## src/rtl/unit_test_run_pkg.sv

```systemverilog
// Shared types and helpers for the unit-test run sequencer.
package unit_test_run_pkg;

    // Result code carried on log_result_o.
    typedef enum logic [1:0] {
        RES_PASS    = 2'd0,
        RES_FAIL    = 2'd1,
        RES_TIMEOUT = 2'd2,
        RES_SKIP    = 2'd3
    } result_e;

    // Sequencer states.
    typedef enum logic [2:0] {
        ST_IDLE   = 3'd0,
        ST_SELECT = 3'd1,
        ST_START  = 3'd2,
        ST_WAIT   = 3'd3,
        ST_LOG    = 3'd4,
        ST_DONE   = 3'd5
    } state_e;

    // Saturating increment; callers cast back to their own counter width.
    function automatic logic [31:0] sat_inc(input logic [31:0] cnt, input logic [31:0] max_val);
        return (cnt >= max_val) ? cnt : cnt + 32'd1;
    endfunction

endpackage

```

## src/rtl/unit_test_run_ctrl_watchdog.sv

```systemverilog
// Per-test watchdog: counts WAIT cycles and flags the last cycle before the limit.
module unit_test_watchdog
    import unit_test_run_pkg::*;
#(
    parameter int unsigned TIMEOUT_W = 16
) (
    input  logic                 clk,
    input  logic                 rst_n,
    input  logic                 clr_i,
    input  logic                 en_i,
    input  logic [TIMEOUT_W-1:0] limit_i,
    output logic                 expired_c
);

    logic [TIMEOUT_W-1:0] cnt_q;
    logic [TIMEOUT_W-1:0] cnt_d;

    // Clear has priority over counting; a zero limit never expires.
    always_comb begin
        cnt_d = cnt_q;
        if (clr_i) begin
            cnt_d = '0;
        end else if (en_i) begin
            cnt_d = cnt_q + TIMEOUT_W'(1);
        end
    end

    // Counter register.
    always_ff @(posedge clk or negedge rst_n) begin
        if (!rst_n) begin
            cnt_q <= '0;
        end else begin
            cnt_q <= cnt_d;
        end
    end

    assign expired_c = (limit_i != '0) && (cnt_q == (limit_i - TIMEOUT_W'(1)));

endmodule

```

## src/rtl/unit_test_run_ctrl.sv

```systemverilog
// Test-run sequencer: launches enabled slots in order, logs one record per slot,
// and tallies results. Optional macro UNIT_TEST_STOP_ON_FAIL_EN turns every slot
// after the first accepted FAIL/TIMEOUT into a SKIP.
module unit_test_run_ctrl
    import unit_test_run_pkg::*;
#(
    parameter  int unsigned NUM_TESTS = 8,
    parameter  int unsigned TIMEOUT_W = 16,
    parameter  int unsigned CNT_W     = 8,
    localparam int unsigned ID_W      = (NUM_TESTS > 1) ? $clog2(NUM_TESTS) : 1
) (
    input  logic                 clk,
    input  logic                 rst_n,
    input  logic                 run_i,
    input  logic [NUM_TESTS-1:0] enable_mask_i,
    input  logic [TIMEOUT_W-1:0] timeout_i,
    output logic                 test_start_o,
    output logic [ID_W-1:0]      test_id_o,
    input  logic                 test_done_i,
    input  logic                 test_pass_i,
    output logic                 log_valid_o,
    input  logic                 log_ready_i,
    output logic [ID_W-1:0]      log_id_o,
    output logic [1:0]           log_result_o,
    output logic                 busy_o,
    output logic                 run_done_o,
    output logic [CNT_W-1:0]     pass_cnt_o,
    output logic [CNT_W-1:0]     fail_cnt_o,
    output logic [CNT_W-1:0]     timeout_cnt_o,
    output logic [CNT_W-1:0]     skip_cnt_o
);

    localparam logic [31:0]     CNT_MAX  = 32'((64'd1 << CNT_W) - 64'd1);
    localparam logic [ID_W-1:0] LAST_IDX = ID_W'(NUM_TESTS - 1);

    state_e               state_q, state_d;
    logic [ID_W-1:0]      idx_q, idx_d;
    logic [NUM_TESTS-1:0] mask_q, mask_d;
    logic [TIMEOUT_W-1:0] limit_q, limit_d;
    result_e              result_q, result_d;
    logic [CNT_W-1:0]     pass_cnt_q, pass_cnt_d;
    logic [CNT_W-1:0]     fail_cnt_q, fail_cnt_d;
    logic [CNT_W-1:0]     timeout_cnt_q, timeout_cnt_d;
    logic [CNT_W-1:0]     skip_cnt_q, skip_cnt_d;
    logic                 busy_q, busy_d;
    logic                 test_start_q, test_start_d;
    logic                 log_valid_q, log_valid_d;
    logic                 run_done_q, run_done_d;
`ifdef UNIT_TEST_STOP_ON_FAIL_EN
    logic                 stop_q, stop_d;
`endif

    logic skip_c;
    logic wd_clr_c;
    logic wd_en_c;
    logic wd_expired_c;

    unit_test_watchdog #(
        .TIMEOUT_W (TIMEOUT_W)
    ) u_watchdog (
        .clk       (clk),
        .rst_n     (rst_n),
        .clr_i     (wd_clr_c),
        .en_i      (wd_en_c),
        .limit_i   (limit_q),
        .expired_c (wd_expired_c)
    );

    // Next-state, datapath updates and registered-output decode.
    always_comb begin
        state_d       = state_q;
        idx_d         = idx_q;
        mask_d        = mask_q;
        limit_d       = limit_q;
        result_d      = result_q;
        pass_cnt_d    = pass_cnt_q;
        fail_cnt_d    = fail_cnt_q;
        timeout_cnt_d = timeout_cnt_q;
        skip_cnt_d    = skip_cnt_q;
        wd_clr_c      = 1'b0;
        wd_en_c       = 1'b0;
`ifdef UNIT_TEST_STOP_ON_FAIL_EN
        stop_d        = stop_q;
        skip_c        = !mask_q[idx_q] || stop_q;
`else
        skip_c        = !mask_q[idx_q];
`endif

        unique case (state_q)
            ST_IDLE: begin
                if (run_i) begin
                    mask_d        = enable_mask_i;
                    limit_d       = timeout_i;
                    pass_cnt_d    = '0;
                    fail_cnt_d    = '0;
                    timeout_cnt_d = '0;
                    skip_cnt_d    = '0;
                    idx_d         = '0;
`ifdef UNIT_TEST_STOP_ON_FAIL_EN
                    stop_d        = 1'b0;
`endif
                    state_d       = ST_SELECT;
                end
            end
            ST_SELECT: begin
                if (skip_c) begin
                    result_d = RES_SKIP;
                    state_d  = ST_LOG;
                end else begin
                    state_d  = ST_START;
                end
            end
            ST_START: begin
                wd_clr_c = 1'b1;
                state_d  = ST_WAIT;
            end
            ST_WAIT: begin
                wd_en_c = 1'b1;
                if (test_done_i) begin
                    result_d = test_pass_i ? RES_PASS : RES_FAIL;
                    state_d  = ST_LOG;
                end else if (wd_expired_c) begin
                    result_d = RES_TIMEOUT;
                    state_d  = ST_LOG;
                end
            end
            ST_LOG: begin
                if (log_ready_i) begin
                    unique case (result_q)
                        RES_PASS:    pass_cnt_d    = CNT_W'(sat_inc(32'(pass_cnt_q), CNT_MAX));
                        RES_FAIL:    fail_cnt_d    = CNT_W'(sat_inc(32'(fail_cnt_q), CNT_MAX));
                        RES_TIMEOUT: timeout_cnt_d = CNT_W'(sat_inc(32'(timeout_cnt_q), CNT_MAX));
                        RES_SKIP:    skip_cnt_d    = CNT_W'(sat_inc(32'(skip_cnt_q), CNT_MAX));
                    endcase
`ifdef UNIT_TEST_STOP_ON_FAIL_EN
                    if ((result_q == RES_FAIL) || (result_q == RES_TIMEOUT)) begin
                        stop_d = 1'b1;
                    end
`endif
                    if (idx_q == LAST_IDX) begin
                        state_d = ST_DONE;
                    end else begin
                        idx_d   = idx_q + ID_W'(1);
                        state_d = ST_SELECT;
                    end
                end
            end
            ST_DONE: begin
                state_d = ST_IDLE;
            end
            default: begin
                state_d = ST_IDLE;
            end
        endcase

        busy_d       = (state_d != ST_IDLE);
        test_start_d = (state_d == ST_START);
        log_valid_d  = (state_d == ST_LOG);
        run_done_d   = (state_d == ST_DONE);
    end

    // State, datapath and output registers.
    always_ff @(posedge clk or negedge rst_n) begin
        if (!rst_n) begin
            state_q       <= ST_IDLE;
            idx_q         <= '0;
            mask_q        <= '0;
            limit_q       <= '0;
            result_q      <= RES_PASS;
            pass_cnt_q    <= '0;
            fail_cnt_q    <= '0;
            timeout_cnt_q <= '0;
            skip_cnt_q    <= '0;
            busy_q        <= 1'b0;
            test_start_q  <= 1'b0;
            log_valid_q   <= 1'b0;
            run_done_q    <= 1'b0;
`ifdef UNIT_TEST_STOP_ON_FAIL_EN
            stop_q        <= 1'b0;
`endif
        end else begin
            state_q       <= state_d;
            idx_q         <= idx_d;
            mask_q        <= mask_d;
            limit_q       <= limit_d;
            result_q      <= result_d;
            pass_cnt_q    <= pass_cnt_d;
            fail_cnt_q    <= fail_cnt_d;
            timeout_cnt_q <= timeout_cnt_d;
            skip_cnt_q    <= skip_cnt_d;
            busy_q        <= busy_d;
            test_start_q  <= test_start_d;
            log_valid_q   <= log_valid_d;
            run_done_q    <= run_done_d;
`ifdef UNIT_TEST_STOP_ON_FAIL_EN
            stop_q        <= stop_d;
`endif
        end
    end

    assign test_start_o  = test_start_q;
    assign test_id_o     = idx_q;
    assign log_valid_o   = log_valid_q;
    assign log_id_o      = idx_q;
    assign log_result_o  = result_q;
    assign busy_o        = busy_q;
    assign run_done_o    = run_done_q;
    assign pass_cnt_o    = pass_cnt_q;
    assign fail_cnt_o    = fail_cnt_q;
    assign timeout_cnt_o = timeout_cnt_q;
    assign skip_cnt_o    = skip_cnt_q;

endmodule

```

## config.mk

```make
export PLATFORM = sky130hd
export DESIGN_NAME = unit_test_run_ctrl
export DESIGN_NICKNAME = d
export VERILOG_FILES = /design/src/rtl/unit_test_run_pkg.sv /design/src/rtl/unit_test_run_ctrl_watchdog.sv /design/src/rtl/unit_test_run_ctrl.sv
export SDC_FILE = /design/constraint.sdc
export NUM_CORES = 1
export LEC_CHECK = 0
export BUFFER_PORTS_ARGS = -buffer_cell sky130_fd_sc_hd__buf_2
export CORE_ASPECT_RATIO = 1.75
export CORE_MARGIN = 2
export CORE_UTILIZATION = 51
export DETAILED_ROUTE_END_ITERATION = 8
export PLACE_DENSITY_LB_ADDON = 0.15
export SKIP_CTS_REPAIR_TIMING = 1
export SYNTH_ARGS = -nofsm -noshare
export SYNTH_HDL_FRONTEND = slang
export SYNTH_SLANG_ARGS = --single-unit
```

## constraint.sdc

```tcl
create_clock -name clk -period 2.8 [get_ports clk]
set_clock_uncertainty 0.15 [all_clocks]
set_input_delay 0.14 -clock clk [delete_from_list [all_inputs] [get_ports clk]]
set_output_delay 0.14 -clock clk [all_outputs]
set_load 0.03 [all_outputs]
```

[Word-level counts from Yosys, hierarchy flattened]
Cells that the tools add are included.
Word-level totals
  bits in registers: 84
  input port bits: 30
  output and inout bits: 44
  logic and storage cells: 105
Cells by class
  add/sub/neg operators: 7
  magnitude comparators: 5
  equal/unequal tests: 25
  mux-type cells: 39
  reduce and logical (&&, ||, !) cells: 15
Operator list (number)
  two-way mux 8 bit: 13
  case mux 8 bit (2 select lines): 4
  adder 8 x 1 -> 8 bit (second input constant): 4
  >= comparator 8 bit (second input constant): 4
  two-way mux 16 bit: 2
  two-way mux 3 bit: 9
  AND reduction 5 bit: 4
  adder 16 x 1 -> 16 bit (second input constant): 1
  equality test 16 bit: 1
  inequality test 2 bit (second input constant): 8
  nonzero test 16 bit: 1
  subtractor 16 x 1 -> 16 bit (second input constant): 1
  case mux 3 bit (5 select lines): 1
  equality test 3 bit (second input constant): 4
  equality test 3 x 2 -> 1 bit (second input constant): 3
  inequality test 2 x 1 -> 1 bit (second input constant): 4
  two-way mux 2 bit: 3
  case mux 3 bit (2 select lines): 1
  nonzero test 2 bit: 3
  equality test 2 bit (second input constant): 2
  less-than comparator 3 x 4 -> 1 bit (second input constant): 1
  two-way mux 1 bit: 4
  case mux 2 bit (2 select lines): 1
  AND reduction 4 bit: 1
  other kinds (11): 11

[Logic depth before layout (Yosys ltp)]
  depth in word-level cells: 7
  depth in mapped cells: 10
  depth with buffers taken out: 10

[Cells and area by module]
A second synthesis with hierarchy kept.
Second synthesis, totals
  cell total of the unflattened synthesis: 521
  area total of the unflattened synthesis: 4708.3 µm²
Modules (own cells, without submodules)
  unit_test_run_ctrl: instances 1, cells an instance 374, area an instance 3429.5 µm², seq. area each 1701.6 µm²
  unit_test_watchdog: instances 1, cells an instance 147, area an instance 1278.7 µm², seq. area each 400.4 µm²

[Least setup slack after synthesis]
OpenSTA, ideal clock, no wires.
  kind: reg2reg
  from: reg limit_q[0]
  to: reg busy_q, in the netlist busy_o
  library setup time: 132 ps
  data arrival time: 2808 ps
  required time: 2518 ps
  slack: -289 ps
  cell stages (with the launch flop): 11
  buffers on the path: 0
  period minus slack after synthesis: 3089 ps
  cell sequence: dfrtp_1 inv_1 ha_1 nor3b_4 nand3b_1 and2_1 or4_1 a31oi_1 a41oi_2 a221o_1 or3b_1
On the way
  cells in the longest elaborated chain, start to end: 7
  elaborated cells on any way between the ends: 8
  classes of those cells: 1 x add/sub; 1 x eq/ne; 3 x mux; 3 x reduce/logical
RTL lines
  from (decl): line unit_test_run_ctrl.sv:39  | logic [TIMEOUT_W-1:0] limit_q, limit_d;
  from (signal assigned): line unit_test_run_ctrl.sv:185  | limit_q <= limit_d;
  subtractor 16 x 1 -> 16 bit: line unit_test_run_ctrl_watchdog.sv:37  | assign expired_c = (limit_i != '0) && (cnt_q == (limit_i - TIMEOUT_W'(1)));
  equality test 16 bit: line unit_test_run_ctrl_watchdog.sv:37
  logical AND 1 bit *: line unit_test_run_ctrl_watchdog.sv:37
  two-way mux 3 bit *: line unit_test_run_ctrl.sv:122  | end else if (wd_expired_c) begin
  two-way mux 3 bit *: line unit_test_run_ctrl.sv:119  | if (test_done_i) begin
  case mux 3 bit (5 select lines) *: line unit_test_run_ctrl.sv:89  | unique case (state_q)
  via state_d[0]: line unit_test_run_ctrl.sv:36  | state_e state_q, state_d;
  nonzero test 3 bit *: line unit_test_run_ctrl.sv:156  | busy_d = (state_d != ST_IDLE);
  via busy_d: line unit_test_run_ctrl.sv:45  | logic busy_q, busy_d;
  to (signal assigned): line unit_test_run_ctrl.sv:191  | busy_q <= busy_d;
  to (decl): line unit_test_run_ctrl.sv:45
Mark *: on every way through the listed nets, which the timed path passes. The rest lies on a longest branch.
A chain may end at the register's enable or synchronous reset.

[Worst setup path in the final report]
  from: reg limit_q[1]
  to: reg busy_q, in the netlist busy_o
The elaborated chain is that of the path after synthesis.

==> flow_summary.toml <==
[outcome]
status = "complete, but fails checks"
violations = "setup timing"

[finish]
multi_input_area_mm2 = 0.00227
n_fill_cell = 740
antenna_cells = 0
seq_area_mm2 = 0.00210
drive_gt1_share_pct = 22.0
syn2layout_area_growth_pct = 26.8
finalNetCount = 652

[clocking]
cts.clk_slew.worst_paths_ns = 0.06
cts_made_buffers = 9
insertion_delay_ns = 0.34
htreeDepth = 3
root_buffer = "clkbuf_16"
cts_tree = "yes"
clk_path_buf_depth = 2
cts_sinks = 84

[floorplanning]
die_y_um = 128
core_mm2 = 0.00861
start_util_pct = 52.0
die_area_mm2 = 0.00957
num_rows = 45
ios = 74
fp.dieW_um = 74.8

[timing]
finalHoldViolCount = 0
setup_viol_count_final = 1
fmax_mhz = 344
layout_worst_path_cycle_share_pct = 104
rsz0062_at_grt = "true"
fin_ws_ns = -0.110
finalSetupTns_ns = -0.110
whs_ns = 0.00776
slew_headroom_pct = 53.8
drv_slew = 0
worstMarginPinSlew_ns = 0.693
finalCriticalPeriod_ns = 2.91

[route]
wl_um = 11200
ant_nets = 0
vias = 3960
wl_per_cell_um = 15.3
viasPerCell = 5.40
drtIter0Drc = 168
drc = 0
first_pass_iters = 4

[pwr]
power_density_mw_per_mm2 = 857
leakagePower_nw = 2.79
ir_worst_vdd_uv = 438

[yosys]
syn_nets = 539
synth_ff_type = "dfrtp_1"
yosysUniqueCellTypes = 51
mappedNetlistArea_mm2 = 0.00448
synth_edf_count = 0
synth.area.top_cells = "dfrtp_1, nand2_1, xor2_1"
async_flop_share_pct = 100
synthCells = 500
yosysSeqAreaShare_pct = 47.0
synth_top_area_share_pct = 47.0
yosysWarnings = 0
yosysTopAreaCell = "dfrtp_1"
ys_ff_latch = 84
syn_area_per_cell_um2 = 8.95

[setup_path]
worstSetupStartpoint = "limit_q[1]$_DFFE_PN0P_"
critical_path.max_fanout = 3
rr_endpoint = "busy_o$_DFF_PN0_"
worstSetupStartpointType = "flip-flop"
timing.critical_path.to = "busy_o$_DFF_PN0_"
crit_required_ns = 2.86
reg2reg_depth = 10
cp.arrival_ns = 2.97
r2r-start = "limit_q[1]$_DFFE_PN0P_"
critPathCaptureType = "flip-flop"
rrSetupSlack_ns = -0.11
path_class = "reg -> reg"

[grt]
use_met1_pct = 26.4
track_usage_pct = 24.8
grtUsageMet2_pct = 43.9
grt_pass1_vias = 3947
grt_antenna_before_repair = 0
grt_busiest_layer = "met2"
grt_overflow_total = 0
grt_pass1_wl_um = 18100
grt_max_degree = 53
global_route.usage.met3_pct = 5.90

[placement]
port_buffers = 73
dp_hpwl_um = 8110
post-place-ws_ns = -0.177
gp_congestion = 0.853

[min_path]
worstHoldStart = "test_done_i"
hp-class = "in -> reg"

[job]
maxCapViolCount = 0
flip-flops by register name (all words and copies together) (netlist names):
register and flops:
busy_o 1, fail_cnt_o 8, limit_q 16, log_id_o 3, log_result_o 2, log_valid_o 1
mask_q 8, pass_cnt_o 8, run_done_o 1, skip_cnt_o 8, state_q 3, test_start_o 1
timeout_cnt_o 8, u_watchdog.cnt_q 16
metal layers:
metal / share of wire [%] / vias up / wire length (um)
li1: - / 1936 / -
met1: 38 / 1915 / 4220
met2: 55 / 83 / 6220
met3: 3.4 / 26 / 387
met4: 3.7 / 0 / 414
met5: 0 / - / 0
cell families after synthesis:
logic type      synth area share, %
compound gates                 9.17
xor+xnor                       8.80
fa+ha+maj                      2.52
mux                            2.40
flops                          47.0
buf+inv                        3.21
simple gates                   26.9
cell usage after synthesis, types with 2 or more instances:
library cell	instances
mux2_2	2
a31oi_1	3
o2111ai_1	3
and3_1	13
a21o_1	2
mux4_2	2
nor4_1	4
o21ai_1	2
and2_1	5
nor3b_1	2
nor2_1	50
xnor2_1	15
nand2b_1	5
mux2i_1	4
or3_1	9
ha_1	9
dfrtp_1	84
nor3_1	9
nor2b_1	3
a22o_1	2
xor2_1	30
buf_4	3
clkbuf_1	20
or4_1	2
or2_2	2
nand2_1	109
nand4_1	13
o21ai_0	26
a21oi_1	15
nand3_1	19
o22ai_1	5
a221o_1	2
inv_1	8
how the worst min path moves through the flow:
stage	endpoint	slack, ns	cells after the start
detailed placement	limit_q[9]$_DFFE_PN0P_	0.07	1
global placement	limit_q[14]$_DFFE_PN0P_	0.07	1
CTS	limit_q[9]$_DFFE_PN0P_	-0.29	1
finish	log_result_o[1]$_DFFE_PN0P_	0.008	3
global route	log_result_o[1]$_DFFE_PN0P_	0.01	3
floorplan	busy_o$_DFF_PN0_	-0.31	0
critical path, cell delays in order, from the launching register on:
cell and delay [ns]:
dfrtp_1 0.39, inv_2 0.09, ha_4 0.13, nor3b_4 0.17, nand3b_1 0.13, and2_4 0.17
or4_4 0.49, a31oi_4 0.20, a41oi_2 0.16, a221o_1 0.36, or3b_1 0.35
where the power goes:
group | total, mW | internal [mW] | leakage, nW | switching (mW)
combinational | 1.96 | 0.851 | 1.53 | 1.11
sequential | 1.76 | 1.48 | 1.11 | 0.286
clock | 1.14 | 0.692 | 0.145 | 0.451
total | 4.87 | 3.02 | 2.79 | 1.85
layout by cell type, fill, tap and decap left out, types with 9 or more instances in the layout:
cell type / n
nand3_1: 19
o21ai_0: 26
buf_2: 72
nand2_1: 109
nand4_1: 13
xor2_1: 30
or3_1: 9
a21oi_1: 14
clkbuf_16: 9
nor2_1: 50
dfrtp_1: 84
nor3_1: 9
and3_1: 13
buf_4: 30
xnor2_1: 15
dlygate4sd3_1: 25
per-stage QoR:
step | instances | total power [mW] | utilization, % | area [um^2]
6_report | 734 | 4.87 | 65.9 | 5680
5_1_grt | 734 | 5.20 | 65.9 | 5680
4_1_cts | 708 | 4.83 | 62.6 | 5390
3_5_place_dp | 693 | 3.67 | 59.2 | 5100
3_3_place_gp | 693 | 3.61 | 59.2 | 5100
2_1_floorplan | 500 | 3.02 | - | 4490
final cells by class:
class,count,area share [%]
sequential,84,37.0
tap,117,2.58
multi-input combinational,383,40.0
clock inverter,1,0.0882
timing repair buffer,127,14.7
inverter,8,0.529
clock buffer,14,5.00
(Power assumes the default switching activity.)
